**config.mk**
```make
export PLATFORM = sky130hd
export DESIGN_NAME = uart_tx_fc
export DESIGN_NICKNAME = d
export VERILOG_FILES = /design/src/rtl/uart_pkg.sv /design/src/rtl/uart_tx_fifo.sv /design/src/rtl/uart_tx_fc.sv
export SDC_FILE = /design/constraint.sdc
export NUM_CORES = 1
export LEC_CHECK = 0
export BUFFER_PORTS_ARGS = -buffer_cell sky130_fd_sc_hd__buf_4
export CAP_MARGIN = 20
export CORE_MARGIN = 8
export CORE_UTILIZATION = 55
export DETAILED_ROUTE_END_ITERATION = 12
export MAX_ROUTING_LAYER = met4
export PLACE_DENSITY = 0.71
export SYNTH_ARGS = -nofsm -noshare
export SYNTH_HDL_FRONTEND = slang
export SYNTH_HIERARCHICAL = 1
export SYNTH_SLANG_ARGS = --single-unit
export TNS_END_PERCENT = 10
```
**constraint.sdc**
```tcl
create_clock -name clock -period 4.1 [get_ports clock]
set_input_delay 0.41 -clock clock [delete_from_list [all_inputs] [get_ports clock]]
set_output_delay 0.41 -clock clock [all_outputs]
set_load 0.02 [all_outputs]
```
**src/rtl/uart_pkg.sv**
```systemverilog
// -----------------------------------------------------------------------------
// uart_pkg
// Shared types and helpers for the flow-controlled UART transmitter.
//   - uart_tx_state_e : transmitter FSM states
//   - UART_DATA_W     : payload width of one UART character
//   - clks_per_bit()  : integer clocks per line bit for a clock/baud pair
//   - even_parity()   : even parity bit over one character
// -----------------------------------------------------------------------------
package uart_pkg;

    localparam int UART_DATA_W = 8;

    typedef enum logic [2:0] {
        IDLE   = 3'd0,
        START  = 3'd1,
        DATA   = 3'd2,
        PARITY = 3'd3,
        STOP   = 3'd4
    } uart_tx_state_e;

    function automatic int clks_per_bit(input int clk_freq, input int baud);
        return clk_freq / baud;
    endfunction

    // Even parity: the bit that makes the total count of ones even.
    function automatic logic even_parity(input logic [UART_DATA_W-1:0] data);
        return ^data;
    endfunction

endpackage

```
**src/rtl/uart_tx_fifo.sv**
```systemverilog
// -----------------------------------------------------------------------------
// uart_tx_fifo
// Synchronous byte FIFO feeding the UART transmitter. Pointers carry one
// extra wrap bit so full and empty are told apart without a separate counter.
// Read data is taken combinationally from the head entry; a written entry is
// visible one clock after the push (no fall-through).
// Ports:
//   clock, reset : clock and synchronous active-high reset
//   push, wr_data: write request (ignored when full) and data
//   pop, rd_data : read request (ignored when empty) and head entry
//   full, empty  : occupancy flags
//   level        : number of stored entries (0..DEPTH)
// -----------------------------------------------------------------------------
module uart_tx_fifo #(
    parameter int DEPTH = 16,
    parameter int WIDTH = 8
) (
    input  logic                     clock,
    input  logic                     reset,
    input  logic                     push,
    input  logic [WIDTH-1:0]         wr_data,
    input  logic                     pop,
    output logic [WIDTH-1:0]         rd_data,
    output logic                     full,
    output logic                     empty,
    output logic [$clog2(DEPTH):0]   level
);

    localparam int IDX_W = $clog2(DEPTH);
    localparam logic [IDX_W:0] PTR_ONE = (IDX_W + 1)'(1);

    logic [IDX_W:0]   wr_ptr_r;
    logic [IDX_W:0]   rd_ptr_r;
    logic [WIDTH-1:0] mem_r [DEPTH];
    logic             push_s;
    logic             pop_s;

    assign push_s  = push && !full;
    assign pop_s   = pop && !empty;
    assign rd_data = mem_r[rd_ptr_r[IDX_W-1:0]];
    assign empty   = (wr_ptr_r == rd_ptr_r);
    assign full    = (wr_ptr_r[IDX_W] != rd_ptr_r[IDX_W]) &&
                     (wr_ptr_r[IDX_W-1:0] == rd_ptr_r[IDX_W-1:0]);
    assign level   = wr_ptr_r - rd_ptr_r;

    // Pointer update; reset discards all stored entries.
    always_ff @(posedge clock) begin
        if (reset) begin
            wr_ptr_r <= (IDX_W + 1)'(0);
            rd_ptr_r <= (IDX_W + 1)'(0);
        end else begin
            if (push_s) begin
                wr_ptr_r <= wr_ptr_r + PTR_ONE;
            end
            if (pop_s) begin
                rd_ptr_r <= rd_ptr_r + PTR_ONE;
            end
        end
    end

    // Storage array write port.
    always_ff @(posedge clock) begin
        if (push_s) begin
            mem_r[wr_ptr_r[IDX_W-1:0]] <= wr_data;
        end
    end

endmodule

```
**src/rtl/uart_tx_fc.sv**
```systemverilog
// -----------------------------------------------------------------------------
// uart_tx_fc
// UART transmitter with a byte FIFO and RTS/CTS-style flow control. A new
// frame starts only while the host's active-low RTS (synchronised) is
// asserted; a frame already on the line always completes.
// Frames are 8N1 by default. Defining UART_TX_PARITY_EN inserts an even
// parity bit between the data bits and the stop bit (8E1).
// Ports:
//   clock   : platform clock
//   reset   : synchronous active-high reset
//   i_valid : byte offered; accepted when o_ready is high at the clock edge
//   i_data  : byte to send, LSB first
//   o_ready : FIFO can accept a byte this cycle
//   i_rtsn  : host RTS, active low, asynchronous
//   o_tx    : serial line, idle high (registered)
//   o_busy  : frame in progress or FIFO non-empty
//   o_level : FIFO occupancy
// -----------------------------------------------------------------------------
module uart_tx_fc
    import uart_pkg::*;
#(
    parameter int CLK_FREQ   = 50000000,
    parameter int BAUD       = 115200,
    parameter int FIFO_DEPTH = 16
) (
    input  logic                          clock,
    input  logic                          reset,
    input  logic                          i_valid,
    input  logic [UART_DATA_W-1:0]        i_data,
    output logic                          o_ready,
    input  logic                          i_rtsn,
    output logic                          o_tx,
    output logic                          o_busy,
    output logic [$clog2(FIFO_DEPTH):0]   o_level
);

    localparam int CLKS_PER_BIT = clks_per_bit(CLK_FREQ, BAUD);
    localparam int BAUD_W       = (CLKS_PER_BIT > 1) ? $clog2(CLKS_PER_BIT) : 1;
    localparam logic [BAUD_W-1:0] BAUD_LOAD = BAUD_W'(CLKS_PER_BIT - 1);
    localparam logic [BAUD_W-1:0] BAUD_ONE  = BAUD_W'(1);
    localparam logic [BAUD_W-1:0] BAUD_ZERO = BAUD_W'(0);

    uart_tx_state_e               state_r;
    logic [BAUD_W-1:0]            baud_cnt_r;
    logic [2:0]                   bit_idx_r;
    logic [UART_DATA_W-1:0]       shift_r;
    logic                         tx_r;
    logic                         rts_sync1_r;
    logic                         rts_sync2_r;
    logic                         cts_s;
    logic                         ready_s;
    logic                         push_s;
    logic                         pop_s;
    logic                         full_s;
    logic                         empty_s;
    logic [UART_DATA_W-1:0]       rd_data_s;
    logic [$clog2(FIFO_DEPTH):0]  level_s;
`ifdef UART_TX_PARITY_EN
    logic                         parity_r;
`endif

    assign cts_s   = !rts_sync2_r;
    assign ready_s = !full_s && !reset;
    assign push_s  = i_valid && ready_s;
    // Only IDLE consumes bytes, and only while the host allows sending.
    assign pop_s   = (state_r == IDLE) && !empty_s && cts_s && !reset;

    assign o_ready = ready_s;
    assign o_tx    = tx_r;
    assign o_level = level_s;
    assign o_busy  = (state_r != IDLE) || (|level_s);

    uart_tx_fifo #(
        .DEPTH (FIFO_DEPTH),
        .WIDTH (UART_DATA_W)
    ) u_fifo (
        .clock   (clock),
        .reset   (reset),
        .push    (push_s),
        .wr_data (i_data),
        .pop     (pop_s),
        .rd_data (rd_data_s),
        .full    (full_s),
        .empty   (empty_s),
        .level   (level_s)
    );

    // Two-stage RTS synchroniser; resets to "host not ready".
    always_ff @(posedge clock) begin
        if (reset) begin
            rts_sync1_r <= 1'b1;
            rts_sync2_r <= 1'b1;
        end else begin
            rts_sync1_r <= i_rtsn;
            rts_sync2_r <= rts_sync1_r;
        end
    end

    // Frame sequencer: o_tx is loaded together with each state change so the
    // line level always matches the state it belongs to.
    always_ff @(posedge clock) begin
        if (reset) begin
            state_r    <= IDLE;
            baud_cnt_r <= BAUD_ZERO;
            bit_idx_r  <= 3'd0;
            shift_r    <= {UART_DATA_W{1'b0}};
            tx_r       <= 1'b1;
`ifdef UART_TX_PARITY_EN
            parity_r   <= 1'b0;
`endif
        end else begin
            case (state_r)
                IDLE: begin
                    if (pop_s) begin
                        shift_r    <= rd_data_s;
`ifdef UART_TX_PARITY_EN
                        parity_r   <= even_parity(rd_data_s);
`endif
                        baud_cnt_r <= BAUD_LOAD;
                        tx_r       <= 1'b0;
                        state_r    <= START;
                    end else begin
                        tx_r       <= 1'b1;
                    end
                end
                START: begin
                    if (baud_cnt_r == BAUD_ZERO) begin
                        baud_cnt_r <= BAUD_LOAD;
                        bit_idx_r  <= 3'd0;
                        tx_r       <= shift_r[0];
                        state_r    <= DATA;
                    end else begin
                        baud_cnt_r <= baud_cnt_r - BAUD_ONE;
                    end
                end
                DATA: begin
                    if (baud_cnt_r == BAUD_ZERO) begin
                        baud_cnt_r <= BAUD_LOAD;
                        shift_r    <= {1'b0, shift_r[UART_DATA_W-1:1]};
                        if (bit_idx_r == 3'd7) begin
`ifdef UART_TX_PARITY_EN
                            tx_r    <= parity_r;
                            state_r <= PARITY;
`else
                            tx_r    <= 1'b1;
                            state_r <= STOP;
`endif
                        end else begin
                            // Next bit is shift_r[1] before this edge's shift.
                            bit_idx_r <= bit_idx_r + 3'd1;
                            tx_r      <= shift_r[1];
                        end
                    end else begin
                        baud_cnt_r <= baud_cnt_r - BAUD_ONE;
                    end
                end
`ifdef UART_TX_PARITY_EN
                PARITY: begin
                    if (baud_cnt_r == BAUD_ZERO) begin
                        baud_cnt_r <= BAUD_LOAD;
                        tx_r       <= 1'b1;
                        state_r    <= STOP;
                    end else begin
                        baud_cnt_r <= baud_cnt_r - BAUD_ONE;
                    end
                end
`endif
                STOP: begin
                    if (baud_cnt_r == BAUD_ZERO) begin
                        tx_r    <= 1'b1;
                        state_r <= IDLE;
                    end else begin
                        baud_cnt_r <= baud_cnt_r - BAUD_ONE;
                    end
                end
                default: begin
                    tx_r    <= 1'b1;
                    state_r <= IDLE;
                end
            endcase
        end
    end

endmodule

```
==> After elaboration in Yosys (flattened, before gate mapping) <==
Memories as Yosys holds them, arrays and structs flattened. A register that Yosys moved wholly into a read port is not among the register bits.
Cells that the tools add are included.
{ "classes": {"mux": 26, "n_reduce_logical": 26, "n_eq_ne": 14, "n_addsub": 5} }
{ "ops": {"columns": ["cell", "count"], "rows": [
  ["9-bit two-way mux", 3],
  ["9-bit one-hot mux with 3 select lines", 1],
  ["3-bit two-way mux", 7],
  ["8-bit two-way mux", 2],
  ["8-bit one-hot mux with 2 select lines", 1],
  ["2-bit != test (second input constant)", 6],
  ["3-bit one-hot mux with 4 select lines", 1],
  ["5-bit by 1-bit adder with 5-bit output (second input constant)", 2],
  ["9-bit logical NOT", 1],
  ["3-bit AND reduction", 3],
  ["9-bit by 1-bit subtractor with 9-bit output (second input constant)", 1],
  ["1-bit logical AND", 8],
  ["4-bit two-way mux", 2],
  ["1-bit two-way mux", 7],
  ["3-bit equality test (second input constant)", 2],
  ["3-bit one-hot mux with 2 select lines", 1],
  ["3-bit nonzero test", 2],
  ["5-bit equality test", 1],
  ["5-bit AND reduction", 1],
  ["5-bit OR reduction", 1],
  ["5-bit subtractor", 1],
  ["4-bit equality test", 1],
  ["1-bit logical NOT", 4],
  ["1-bit one-hot mux with 4 select lines", 1],
  ["10 further kinds", 11]
]} }
{ "totals": {"regBits": 36, "ramBits": 128, "mem_count": 1, "input_bits": 12, "elab_cells": 81, "output_inout_bits": 8} }
{ "memory_table": {"columns": ["memory", "words", "width", "rd", "rd_ports_with_merged_regs", "wr", "line", "source"], "rows": [
  ["u_fifo.mem_r", 16, 8, 1, 1, 1, "uart_tx_fifo.sv:34", "logic [WIDTH-1:0] mem_r [DEPTH];"]
]} }

==> Logic depth before layout (Yosys ltp) <==
{ "logic_depth": {"word_depth": 8, "ltp_mapped": 11, "depth_no_buf": 11} }

==> Cells and area by module <==
Netlist, hierarchy kept.
{ "modules_own_cells": {"columns": ["module", "area_per_inst_um2", "cells_per_inst", "n_inst", "seq_area_each_um2"], "rows": [
  ["uart_tx_fifo", 5659.2, 304, 1, 4124.0],
  ["uart_tx_fc", 1406.3, 176, 1, 520.5]
]} }

==> Worst setup path after synthesis <==
Ideal clock, no wire load.
{ "synth_timing": {"path_kind": "register -> register", "startpoint": "register u_fifo.wr_ptr_r[0]", "endpoint": "memory u_fifo.mem_r[3][0], enable pin", "synth_period_minus_slack_ns": 3.032, "path_slack_ns": 1.068, "t_arrival_ns": 2.649, "stages_incl_launch_ff": 11, "setup_ns": 0.383, "path_cell_list": "dfxtp_1 > inv_1 > ha_1 > and4_1 > nand2_1 > inv_1 > nor2_1 > and2_1 > nand2_1 > a21o_2 > nor3_1"} }
{ "synth_via": {"elab_chain_cells": 8} }
{ "synth_rtl": {"columns": ["element", "line", "source"], "rows": [
  ["start, declared", "uart_tx_fifo.sv:32", "logic [IDX_W:0] wr_ptr_r;"],
  ["start signal, assigned", "uart_tx_fifo.sv:49", "wr_ptr_r <= (IDX_W + 1)'(0);"],
  ["start signal, assigned", "uart_tx_fifo.sv:53", "wr_ptr_r <= wr_ptr_r + PTR_ONE;"],
  ["4-bit equality test", "uart_tx_fifo.sv:43", "(wr_ptr_r[IDX_W-1:0] == rd_ptr_r[IDX_W-1:0]);"],
  ["1-bit logical AND", "uart_tx_fifo.sv:42", "assign full = (wr_ptr_r[IDX_W] != rd_ptr_r[IDX_W]) &&"],
  ["net full_s", "uart_tx_fc.sv:54", "logic full_s;"],
  ["1-bit logical NOT", "uart_tx_fc.sv:63", "assign ready_s = !full_s && !reset;"],
  ["1-bit logical AND", "uart_tx_fc.sv:63", null],
  ["net o_ready", "uart_tx_fc.sv:30", "output logic o_ready,"],
  ["1-bit logical AND", "uart_tx_fc.sv:64", "assign push_s = i_valid && ready_s;"],
  ["net push_s", "uart_tx_fc.sv:52", "logic push_s;"],
  ["1-bit logical AND", "uart_tx_fifo.sv:38", "assign push_s = push && !full;"],
  ["1-bit two-way mux", "uart_tx_fifo.sv:63", "if (push_s) begin"],
  ["1-bit two-way mux (implied by the code)", "uart_tx_fifo.sv:64", "mem_r[wr_ptr_r[IDX_W-1:0]] <= wr_data;"],
  ["end, declared", "uart_tx_fifo.sv:34", null]
]} }
The timed path passes the listed nets, and every way through them passes these cells.

==> Final worst setup path <==
{ "layout_timing": {"startpoint": "register u_fifo.wr_ptr_r[2]", "endpoint": "memory u_fifo.mem_r[7][4], enable pin"} }
{ "layout_via": {"elab_chain_cells": 8} }
{ "layout_rtl": {"columns": ["element", "line"], "rows": [
  ["4-bit equality test", "uart_tx_fifo.sv:43"],
  ["1-bit logical AND", "uart_tx_fifo.sv:42"],
  ["net full_s", "uart_tx_fc.sv:54"],
  ["1-bit logical NOT", "uart_tx_fc.sv:63"],
  ["1-bit logical AND", "uart_tx_fc.sv:63"],
  ["1-bit logical AND", "uart_tx_fc.sv:64"],
  ["net push_s", "uart_tx_fc.sv:52"],
  ["1-bit logical AND", "uart_tx_fifo.sv:38"],
  ["1-bit two-way mux", "uart_tx_fifo.sv:63"],
  ["1-bit two-way mux (implied by the code)", "uart_tx_fifo.sv:64"]
]} }
The timed path passes the listed nets, and every way through them passes these cells.

==> out/qor.tcl <==
set qor(status) {finished, final reports clean}
set qor(place_hpwl_mm) 9.55
set qor(worstSetupStartpointType) {flip-flop}
set qor(placement_rows) 41
set qor(netlist.area_leader.share_pct) 54.4
set qor(cts-buffers-inserted) 17
set qor(largest_family_of_logic_cells_by_synthesized_area) {multiplexers}
set qor(grt_start_max_net_pins) 44
set qor(fin_tns_setup_ns) 0
set qor(die_h_um) 129
set qor(pwr-share-comb_pct) 3.6
set qor(final.period_utilization_pct) 74.2
set qor(timing.fmax_mhz) 329
set qor(finalMaxSlewViolations) 0
set qor(numPortBuffers) 19
set qor(power_switching_share_pct) 21.6
set qor(post_cts.repair.setup_buffers) 0
set qor(yosys_synthesis_warning_count) 6
set qor(p_int_w) 0.00287
set qor(postSynthCellCount) 480
set qor(timing.critical_path.fanout_max) 10
set qor(number_of_flops_mapped_to_enable_cells_by_yosys) 128
set qor(layout-area-overhead-vs-synth_pct) 13.1
set qor(crit_path_required_time_ns) 4.15
set qor(clock_sink_count) 168
set qor(cts.root.buffer_cell) {clkbuf_16}
set qor(die_width_um) 129
set qor(drive_gt1_share_pct) 20.4
set qor(layout_cells_excl_fill) 686
set qor(grt_antenna_before_repair) 0
set qor(regToRegStartpoint) {u_fifo/wr_ptr_r[2]}
set qor(skew_ns) 0.0105
set qor(fin_nets) 526
set qor(postSynthNetCount) 505
set qor(power.share.sequential_pct) 50.5
set qor(powerDensity_mw_per_mm2) 458
set qor(synth.mux.area_fraction_pct) 10.6
set qor(finalSetupViolCount) 0
set qor(crit_arrival_ns) 3.09
set qor(die-area_mm2) 0.0167
set qor(detail_route.wl_per_cell_um) 21.2
set qor(yosys_reg_bits) 168
set qor(clkLatencyLatePin_ns) 0.42
set qor(place_congestion) 0.881
set qor(htreeDepth) 4
set qor(hold_depth) 2
set qor(routed_wirelength_mm) 14.5
set qor(finalWorstPathRequiredPeriod_ns) 3.04
set qor(r2r.worst_path.cells) 9
set qor(synth_fa_ha_area_share_pct) 2.41
set qor(setup.worst_path.end_class) {flip-flop}
set qor(initial_utilization_pct) 56.2
set qor(worst-setup-path-type) {flip-flop to flip-flop}
set qor(async_flop_share_pct) 0
set qor(grt_overflow) 0
set qor(drtPass1Iterations) 6
set qor(design.portCount) 20
set qor(drt-vias-per-instance) 6.09
set qor(cts_tree) {yes}
set qor(share_of_the_synthesized_area_in_compound_gates_ao_oa_aoi_oai_pct) 7.92
set qor(detail-route-antenna-nets) 0
set qor(wire_length_of_the_first_global_routing_pass_mm) 23.1
set qor(core_area_mm2) 0.0126
set qor(final_core_utilization_pct) 63.6
set qor(clk_pin_slew_worst_paths_ns) 0.07
set qor(hold_viol) 0
set qor(vdd_ir_drop_max_mv) 0.488
set qor(grt_pass1_vias) 4222
set qor(worst_hold_path_type) {primary input to flip-flop}
set qor(timing.reg2reg.setup_slack_ns) 1.06
set qor(clock_path_buffers) 2
set qor(detailed_place.area_mm2) 0.00736
set qor(switching_power_w) 0.000790
set qor(design_power_total_w) 0.00366
set qor(post_synth_xor_area_fraction_pct) 1.59
set qor(filler_cell_count) 867
set qor(ctsResizeCount) 0
set qor(startpoint) {u_fifo/wr_ptr_r[2]}
set qor(layout.area.seq_mm2) 0.00465
set qor(pwr-share-clk_pct) 45.9
set qor(worst_slew_pin_slew_ns) 0.673
set qor(antenna_cells) 0
set qor(via_count) 4179
set qor(first_iter_violations) 412
set qor(area_of_combinational_cells_with_multiple_inputs_mm2) 0.00225
set qor(rsz0062_at_grt) {false}
set qor(cts_hold_buffers) 0
set qor(post_synthesis_cell_area_mm2) 0.00707
set qor(synth_flop_cell) {edfxtp_1}
set qor(worstSetupEndpoint) {u_fifo/mem_r[7][4]}
set qor(dp_cells) 654
set qor(synth_top_cells_by_area) {edfxtp_1 54%, dfxtp_1 11%, mux4_2 10%}
set qor(leakage_nw) 2.63
set qor(worst_r2r_endpoint) {u_fifo/mem_r[7][4]}
set qor(maxCapViolCount) 0
set qor(syn_area_per_cell_um2) 14.7
set qor(final_design_area_no_fill_mm2) 0.00799
set qor(sequential_area_share_after_synthesis_pct) 65.7
set qor(route.detailed.drc) 0
set qor(timing.hold.worst.start) {i_rtsn}
set qor(tightest_slew_margin_relative_to_the_limit_pct) 54.9
set qor(post_synth_num_cell_types) 54
set qor(synth_top_area_cell) {edfxtp_1}
set qor(gr-usage-all-layers_pct) 19.4
set qor(synthSimpleGateAreaFrac_pct) 9.37
## power groups by stage
stage	registers, W	clock network [W]	logic [W]
6_report	0.00185	0.00168	0.000132
5_1_grt	0.00185	0.00178	0.000144
4_1_cts	0.00185	0.00171	0.000133
3_5_place_dp	0.00189	0	0.000132
3_3_place_gp	0.00189	0	0.000128
2_1_floorplan	0.00188	0	0.0000746
## worst min-delay path by stage
stage               slack (ns)           to
floorplan                 0.39  rts_sync2_r
global placement          0.40  rts_sync2_r
detailed placement        0.40  rts_sync2_r
CTS                       0.16  rts_sync1_r
global route              0.15  rts_sync1_r
finish                    0.18  rts_sync1_r
## cells by family (layout without fill, tap and decap cells)
family,count (synthesis),after routing
multiplexers,35,35
flip-flops,168,168
XOR/XNOR,12,12
buffers and inverters,38,72
AND/OR/NAND/NOR,135,135
AO/OA/AOI/OAI,79,79
adder cells (fa/ha/maj),13,13
## critical path, stage by stage, from the launching register on
cell and delay [ns]:
dfxtp_1 0.54, ha_1 0.36, and4_1 0.24, nand2_1 0.17, inv_1 0.06, nor2_1 0.12, and2_1 0.27, nand2_1 0.11
a21o_2 0.26, nor2_1 0.55
## cell usage in the layout (no fill, tap or decap), types with 5 or more instances in the layout
| cell | n |
|---|---|
| nor2_1 | 42 |
| mux4_2 | 32 |
| a311oi_1 | 8 |
| ha_1 | 12 |
| nor2b_1 | 5 |
| nand3_1 | 10 |
| nor3_1 | 13 |
| a21oi_1 | 20 |
| inv_8 | 5 |
| edfxtp_1 | 128 |
| inv_1 | 14 |
| a22oi_1 | 17 |
| xnor2_1 | 7 |
| buf_4 | 26 |
| nand2_1 | 40 |
| o21ai_0 | 5 |
| clkbuf_16 | 17 |
| dfxtp_1 | 39 |
## layout make-up
type | instances | area share [%]
Clock buffer | 17 | 5.32
Clock inverter | 15 | 2.57
Inverter | 14 | 0.657
Multi-Input combinational cell | 274 | 28.2
Sequential cell | 168 | 58.1
Tap cell | 172 | 2.69
Timing Repair Buffer | 26 | 2.44
## registers in the layout, summed over array words and instances, names as in the netlist, named ones only
| name | cells |
|---|---|
| u_fifo/mem_r | 128 |
| baud_cnt_r | 9 |
| shift_r | 8 |
| u_fifo/rd_ptr_r | 5 |
| u_fifo/wr_ptr_r | 5 |
| bit_idx_r | 3 |
| state_r | 3 |
| o_tx | 1 |
| rts_sync1_r | 1 |
| rts_sync2_r | 1 |
## metrics by stage
step | setup WS, ns | hold slack, ns
6_report | 1.06 | 0.179
2_1_floorplan | 1.07 | 0.389
4_1_cts | 1.09 | 0.159
3_5_place_dp | 1.15 | 0.402
3_3_place_gp | 1.28 | 0.404
5_1_grt | 0.872 | 0.154
## per-layer routing
| layer | GRT usage, % | share of wire, % | vias up |
|---|---|---|---|
| met5 | - | 0 | - |
| met4 | 7.39 | 2.3 | 0 |
| met3 | 4.77 | 5.7 | 28 |
| met2 | 30.8 | 50 | 164 |
| met1 | 23.6 | 42 | 2092 |
| li1 | - | - | 1895 |
## Yosys cell counts (5+ instances only)
library cell	number
nand3_1	10
mux4_2	32
edfxtp_1	128
nand2_1	40
ha_1	12
nor2b_1	5
inv_1	14
o21ai_0	5
xnor2_1	7
a311oi_1	8
clkbuf_1	12
nor2_1	42
a22oi_1	17
dfxtp_1	40
nor3_1	13
a21oi_1	20
No activity file was read; power rests on OpenSTA's default activity.
